$ cat config.mk
export PLATFORM = sky130hd
export DESIGN_NAME = uart_alu_frame_ctrl
export DESIGN_NICKNAME = d
export VERILOG_FILES = /design/src/rtl/uart_alu_frame_ctrl.sv
export SDC_FILE = /design/constraint.sdc
export NUM_CORES = 1
export LEC_CHECK = 0
export CORE_ASPECT_RATIO = 1.1
export CORE_MARGIN = 4
export CORE_UTILIZATION = 51
export DETAILED_ROUTE_END_ITERATION = 10
export MAX_ROUTING_LAYER = met4
export PLACE_DENSITY = 0.81
export SLEW_MARGIN = 20
export SYNTH_ARGS = -nofsm -noshare
export SYNTH_HDL_FRONTEND = slang
export SYNTH_SLANG_ARGS = --single-unit
$ cat constraint.sdc
create_clock -name clk -period 2.8 [get_ports clk]
set_clock_uncertainty 0.05 [all_clocks]
set_input_delay 0.84 -clock clk [delete_from_list [all_inputs] [get_ports clk]]
set_output_delay 0.84 -clock clk [all_outputs]
set_load 0.02 [all_outputs]
$ cat src/rtl/uart_alu_frame_ctrl.sv
// Purpose : assembles UART RX bytes (sync, operand A, operand B, opcode) into one ALU request,
//           latches the ALU result for the LEDs and optionally echoes it back byte-wise over UART TX.
// Ports   : clk/i_rst_n; i_rx_data/i_rx_done from UART RX; o_alu_a/b/op/valid + i_alu_result to/from ALU;
//           o_result/o_result_valid to LEDs; o_tx_data/o_tx_start/i_tx_done to UART TX;
//           o_busy (not IDLE), o_err_timeout / o_err_opcode one-cycle drop indications.
module uart_alu_frame_ctrl #(
    parameter int         NB_DATA   = 8,
    parameter int         NB_OP     = 6,
    parameter logic [7:0] SYNC_BYTE = 8'hA5,
    parameter int         TIMEOUT   = 50000,
    parameter int         NB_TMO    = 16,
    parameter bit         TX_EN     = 1'b1
) (
    input  logic               clk,
    input  logic               i_rst_n,
    input  logic [7:0]         i_rx_data,
    input  logic               i_rx_done,
    output logic [NB_DATA-1:0] o_alu_a,
    output logic [NB_DATA-1:0] o_alu_b,
    output logic [NB_OP-1:0]   o_alu_op,
    output logic               o_alu_valid,
    input  logic [NB_DATA-1:0] i_alu_result,
    output logic [NB_DATA-1:0] o_result,
    output logic               o_result_valid,
    output logic [7:0]         o_tx_data,
    output logic               o_tx_start,
    input  logic               i_tx_done,
    output logic               o_busy,
    output logic               o_err_timeout,
    output logic               o_err_opcode
);
    localparam int NBYTES = NB_DATA / 8;

    typedef enum logic [2:0] {
        S_IDLE, S_RX_A, S_RX_B, S_RX_OP, S_EXEC, S_LATCH, S_TX_LOAD, S_TX_WAIT
    } state_t;

    state_t             state_q, state_d;
    logic [1:0]         idx_q, idx_d;
    logic [NB_TMO-1:0]  tmo_q, tmo_d;
    logic [NB_DATA-1:0] opa_q, opa_d, opb_q, opb_d;
    logic [NB_DATA-1:0] alu_a_q, alu_a_d, alu_b_q, alu_b_d;
    logic [NB_OP-1:0]   alu_op_q, alu_op_d;
    logic [NB_DATA-1:0] result_q, result_d;

    logic in_rx, last_byte, tmo_hit, op_bad;

    assign in_rx     = (state_q == S_RX_A) || (state_q == S_RX_B) || (state_q == S_RX_OP);
    assign last_byte = (idx_q == 2'(NBYTES - 1));
    // A byte arriving on the terminal count wins over the timeout.
    assign tmo_hit   = in_rx && !i_rx_done && (tmo_q == NB_TMO'(TIMEOUT - 1));
    // Opcode bits above NB_OP must be zero; with NB_OP==8 the shift yields 0.
    assign op_bad    = (i_rx_data >> NB_OP) != 8'd0;

    // State register
    always_ff @(posedge clk or negedge i_rst_n) begin
        if (!i_rst_n) begin
            state_q  <= S_IDLE;
            idx_q    <= '0;
            tmo_q    <= '0;
            opa_q    <= '0;
            opb_q    <= '0;
            alu_a_q  <= '0;
            alu_b_q  <= '0;
            alu_op_q <= '0;
            result_q <= '0;
        end else begin
            state_q  <= state_d;
            idx_q    <= idx_d;
            tmo_q    <= tmo_d;
            opa_q    <= opa_d;
            opb_q    <= opb_d;
            alu_a_q  <= alu_a_d;
            alu_b_q  <= alu_b_d;
            alu_op_q <= alu_op_d;
            result_q <= result_d;
        end
    end

    // Next-state logic
    always_comb begin
        state_d  = state_q;
        idx_d    = idx_q;
        tmo_d    = tmo_q;
        opa_d    = opa_q;
        opb_d    = opb_q;
        alu_a_d  = alu_a_q;
        alu_b_d  = alu_b_q;
        alu_op_d = alu_op_q;
        result_d = result_q;

        // Inter-byte watchdog only runs while a frame is being received.
        if (in_rx) begin
            tmo_d = i_rx_done ? '0 : tmo_q + 1'b1;
        end

        case (state_q)
            S_IDLE: begin
                if (i_rx_done && (i_rx_data == SYNC_BYTE)) begin
                    state_d = S_RX_A;
                    idx_d   = 2'd0;
                    tmo_d   = '0;
                    opa_d   = '0;
                    opb_d   = '0;
                end
            end
            S_RX_A: begin
                if (i_rx_done) begin
                    for (int k = 0; k < NBYTES; k++) begin
                        if (idx_q == 2'(k)) opa_d[8*k +: 8] = i_rx_data;
                    end
                    idx_d   = last_byte ? 2'd0 : idx_q + 1'b1;
                    state_d = last_byte ? S_RX_B : S_RX_A;
                end
            end
            S_RX_B: begin
                if (i_rx_done) begin
                    for (int k = 0; k < NBYTES; k++) begin
                        if (idx_q == 2'(k)) opb_d[8*k +: 8] = i_rx_data;
                    end
                    idx_d   = last_byte ? 2'd0 : idx_q + 1'b1;
                    state_d = last_byte ? S_RX_OP : S_RX_B;
                end
            end
            S_RX_OP: begin
                if (i_rx_done) begin
                    if (op_bad) begin
                        state_d = S_IDLE;
                    end else begin
                        // ALU-facing registers only change here, so they hold between frames.
                        alu_a_d  = opa_q;
                        alu_b_d  = opb_q;
                        alu_op_d = i_rx_data[NB_OP-1:0];
                        state_d  = S_EXEC;
                    end
                end
            end
            S_EXEC: begin
                // Capture at the end of EXEC so o_result already shows the new value
                // during the LATCH cycle, alongside o_result_valid.
                result_d = i_alu_result;
                state_d  = S_LATCH;
            end
            S_LATCH: begin
                idx_d   = 2'd0;
                state_d = TX_EN ? S_TX_LOAD : S_IDLE;
            end
            S_TX_LOAD: begin
                state_d = S_TX_WAIT;
            end
            S_TX_WAIT: begin
                if (i_tx_done) begin
                    idx_d   = last_byte ? 2'd0 : idx_q + 1'b1;
                    state_d = last_byte ? S_IDLE : S_TX_LOAD;
                end
            end
            default: state_d = S_IDLE;
        endcase

        if (tmo_hit) begin
            state_d = S_IDLE;
            idx_d   = 2'd0;
            tmo_d   = '0;
        end
    end

    // Output logic
    always_comb begin
        o_busy         = (state_q != S_IDLE);
        o_alu_valid    = (state_q == S_EXEC);
        o_result_valid = (state_q == S_LATCH);
        o_tx_start     = (state_q == S_TX_LOAD);
        o_tx_data      = 8'd0;
        if ((state_q == S_TX_LOAD) || (state_q == S_TX_WAIT)) begin
            for (int k = 0; k < NBYTES; k++) begin
                if (idx_q == 2'(k)) o_tx_data = result_q[8*k +: 8];
            end
        end
        o_err_timeout  = tmo_hit;
        o_err_opcode   = (state_q == S_RX_OP) && i_rx_done && op_bad;
    end

    assign o_alu_a  = alu_a_q;
    assign o_alu_b  = alu_b_q;
    assign o_alu_op = alu_op_q;
    assign o_result = result_q;

endmodule

==> flow_metrics.env <==
export IMPL_finalSetupViolations=0
export IMPL_async_flop_share_pct=100.0
export IMPL_gp_congestion=0.9023
export IMPL_ir_drop_mv=0.5971
export IMPL_grtUsageTotal_pct=21.75
export IMPL_num_vias=2608
export IMPL_cts_sinks=67
export IMPL_multi_input_area_mm2=0.001433
export IMPL_grt_overflow_total=0
export IMPL_root_buffer="clkbuf_8"
export IMPL_fmax_mhz=359.9
export IMPL_avgViaCountPerCell=5.226
export IMPL_p_sw_share_pct=37.35
export IMPL_syn_to_final_growth_pct=39.52
export IMPL_dr_first_iter_drc_count=254
export IMPL_netlist_instances=303
export IMPL_reg2reg_slack_ns=0.72
export IMPL_max_clock_path_buffers=2
export IMPL_synthTopCellsByArea="dfrtp_1 52%, mux2_2 8.1%, mux2i_1 5.3%, nand2_1 4.4%, nor2_1 3.2%"
export IMPL_ys_warn_count=0
export IMPL_io_buffers=63
export IMPL_final_cell_area_mm2=0.004488
export IMPL_antenna_found_initial=0
export IMPL_critPathLaunch="tmo_q[13]"
export IMPL_finalNonFillerCells=499
export IMPL_post_place_cells=480
export IMPL_drv_cap=0
export IMPL_wirelength_um=7459
export IMPL_synth_seq_cells=67
export IMPL_ys_seq_area_share_pct=52.12
export IMPL_finalHoldViolations=0
export IMPL_tightest_slew_ns=0.6648
export IMPL_synth_top_area_share_pct=52.12
export IMPL_maxSlewHeadroom_pct=55.52
export IMPL_intPower_mw=2.498
export IMPL_avgSynthCellArea_um2=10.62
export IMPL_rows=30
export IMPL_power_density_mw_per_mm2=888.2
export IMPL_setup_tns_ns=0
export IMPL_power_frac_seq_pct=37.8
export IMPL_clkPwrFrac_pct=18.1
export IMPL_hpwl_um=5271
export IMPL_cts_tree="done"
export IMPL_leakagePower_nw=2.187
export IMPL_antenna_cells=0
export IMPL_switchingPower_mw=1.489
export IMPL_netlist_top_cells_count="67 x dfrtp_1, 38 x nand2_1, 27 x nor2_1, 23 x inv_1, 23 x mux2_2"
export IMPL_cp_max_fo=2
export IMPL_worstPathArrival_ns=1.89
export IMPL_slew_viol_final=0
export IMPL_initial_core_util_pct=52.26
export IMPL_rsz0062_at_grt="true"
export IMPL_hp_class="input pin to async pin"
export IMPL_critPathRequiredTime_ns=1.91
export IMPL_cts_buffers=9
export IMPL_synth_edf_count=0
export IMPL_synthesis_nets=326
export IMPL_endpoint_kind="primary output"
export IMPL_status="completed"
export IMPL_syn_area_mm2=0.003217
export IMPL_start_kind="flip-flop"
export IMPL_clk_pin_slew_ns=0.08
export IMPL_fp_dieArea_mm2=0.007644
export IMPL_die_w_um=83.73
export IMPL_htreeDepth=3
export IMPL_clk_latency_ns=0.35
export IMPL_grt_pass1_wl_um=13060
export IMPL_yosys_area_top_type="dfrtp_1"
export IMPL_placed_area_mm2=0.004265
export IMPL_synth_cell_types=48
export IMPL_drive_gt1_share_pct=24.58
export IMPL_regArea_mm2=0.001678
export IMPL_grt_max_degree=68
export IMPL_first_pass_iters=4
export IMPL_grt_pass1_vias=2819
export IMPL_finalCritPeriodShare_pct=99.23
export IMPL_routedWlPerCell_um=14.95
export IMPL_p_comb_share_pct=44.1
export IMPL_num_io_pins=64
export IMPL_coreArea_mm2=0.006156
export IMPL_fin_crit_ns=2.778
export IMPL_postRouteAntennaNets=0
export IMPL_synthFlopType="dfrtp_1"
export IMPL_synthMostInstantiatedCell="dfrtp_1"
export IMPL_path_class="flip-flop to primary output"
export IMPL_fillers=459
export IMPL_reg2reg_from="tmo_q[13]"
export IMPL_nets=437
export IMPL_die_h_um=91.30
export IMPL_drcViolationCount=0
==> state kept, by name (all words and copies together) (netlist names) <==
register  flops
idx_q         2
o_alu_a       8
o_result      8
state_q       3
o_alu_b       8
opb_q         8
tmo_q        16
o_alu_op      6
opa_q         8
==> placed cells by master, fill, tap and decap left out, drive strengths merged, types with 2 or more instances in the layout <==
cell type	Yosys	routed
nand2b	3	3
o21ai	12	12
xnor2	7	7
nand2	38	38
clkbuf	6	10
clkinv	0	4
or4bb	2	2
clkdlybuf4s50	0	50
a31oi	2	2
ha	3	3
mux2	23	23
mux2i	17	17
dfrtp	67	67
and3	2	2
buf	4	50
a22oi	2	2
nor2	27	27
or4	2	2
inv	24	25
and2	8	8
nor3	9	9
xor2	4	4
a2bb2oi	3	3
nand4	2	2
a21oi	4	4
o21bai	2	2
dlygate4sd2	0	9
a22o	2	2
nand3	9	9
nor4	2	2
==> final cells by class <==
cell class | count | share of cell area (%)
inverters | 24 | 2.007
flip-flops and latches | 67 | 37.39
repair buffers | 110 | 22.50
well taps | 80 | 2.230
multi-input cells | 202 | 31.92
clock buffers | 10 | 3.067
clock inverters | 6 | 0.8921
==> final timing paths <==
check / depth (start not counted) / end
max: 5 / o_err_timeout
min: 2 / o_alu_a[1]
max reg2reg: 6 / tmo_q[3]
min reg2reg: 2 / o_alu_a[6]
max in group asynchronous: 2 / state_q[2]
min in group clk: 2 / o_alu_a[6]
==> worst max-delay path: stages (launching register included) <==
cell     delay, ns
dfrtp_1       0.38
or4bb_4       0.56
nor4_4        0.29
nand2_1       0.11
inv_2         0.08
buf_6         0.11
==> cells by family (layout without fill, tap and decap cells) <==
group | count (synthesis) | count (layout) | share of synthesized area [%]
mux | 40 | 40 | 13.34
flops | 67 | 67 | 52.12
fa+ha+maj | 3 | 3 | 1.167
xor+xnor | 11 | 11 | 2.995
simple gates | 112 | 112 | 17.54
compound gates | 36 | 36 | 8.636
buf+inv | 34 | 150 | 4.200
==> power by group through the flow <==
| stage | combinational, mW | sequential, mW | clock [mW] |
|---|---|---|---|
| after floorplan | 0.811 | 1.69 | 0 |
| after global placement | 1.71 | 1.50 | 0 |
| after detailed placement | 1.75 | 1.52 | 0 |
| after CTS | 1.76 | 1.51 | 0.733 |
| after global routing | 1.92 | 1.55 | 0.780 |
| final | 1.76 | 1.51 | 0.721 |
==> metrics by stage <==
| step | total power, mW | utilization, % | worst slack (ns) | hold slack (ns) |
|---|---|---|---|---|
| after floorplan | 2.496 | - | 0.2893 | 0.4158 |
| after global placement | 3.209 | 69.29 | -0.4471 | 0.4145 |
| final | 3.986 | 72.91 | 0.02164 | 0.4254 |
| after CTS | 4.000 | 72.28 | 0.003583 | 0.4373 |
| after global routing | 4.254 | 72.91 | -0.04038 | 0.4608 |
| after detailed placement | 3.274 | 69.29 | -0.4262 | 0.4201 |
==> routing by layer <==
| metal | wire length (µm) | GRT usage (%) |
|---|---|---|
| met5 | 0 | - |
| met4 | 128 | 9.920 |
| met3 | 318 | 3.539 |
| met2 | 3705 | 34.62 |
| met1 | 3307 | 27.36 |
==> repair_timing <==
item / in CTS / in global routing
resized for setup: 24 / 5
setup endpoints to repair: 11 / 3
pin swaps: 1 / 3
hold buffers: 0 / 0
buffers inserted: 0 / 3
No activity file was read; power rests on OpenSTA's default activity.
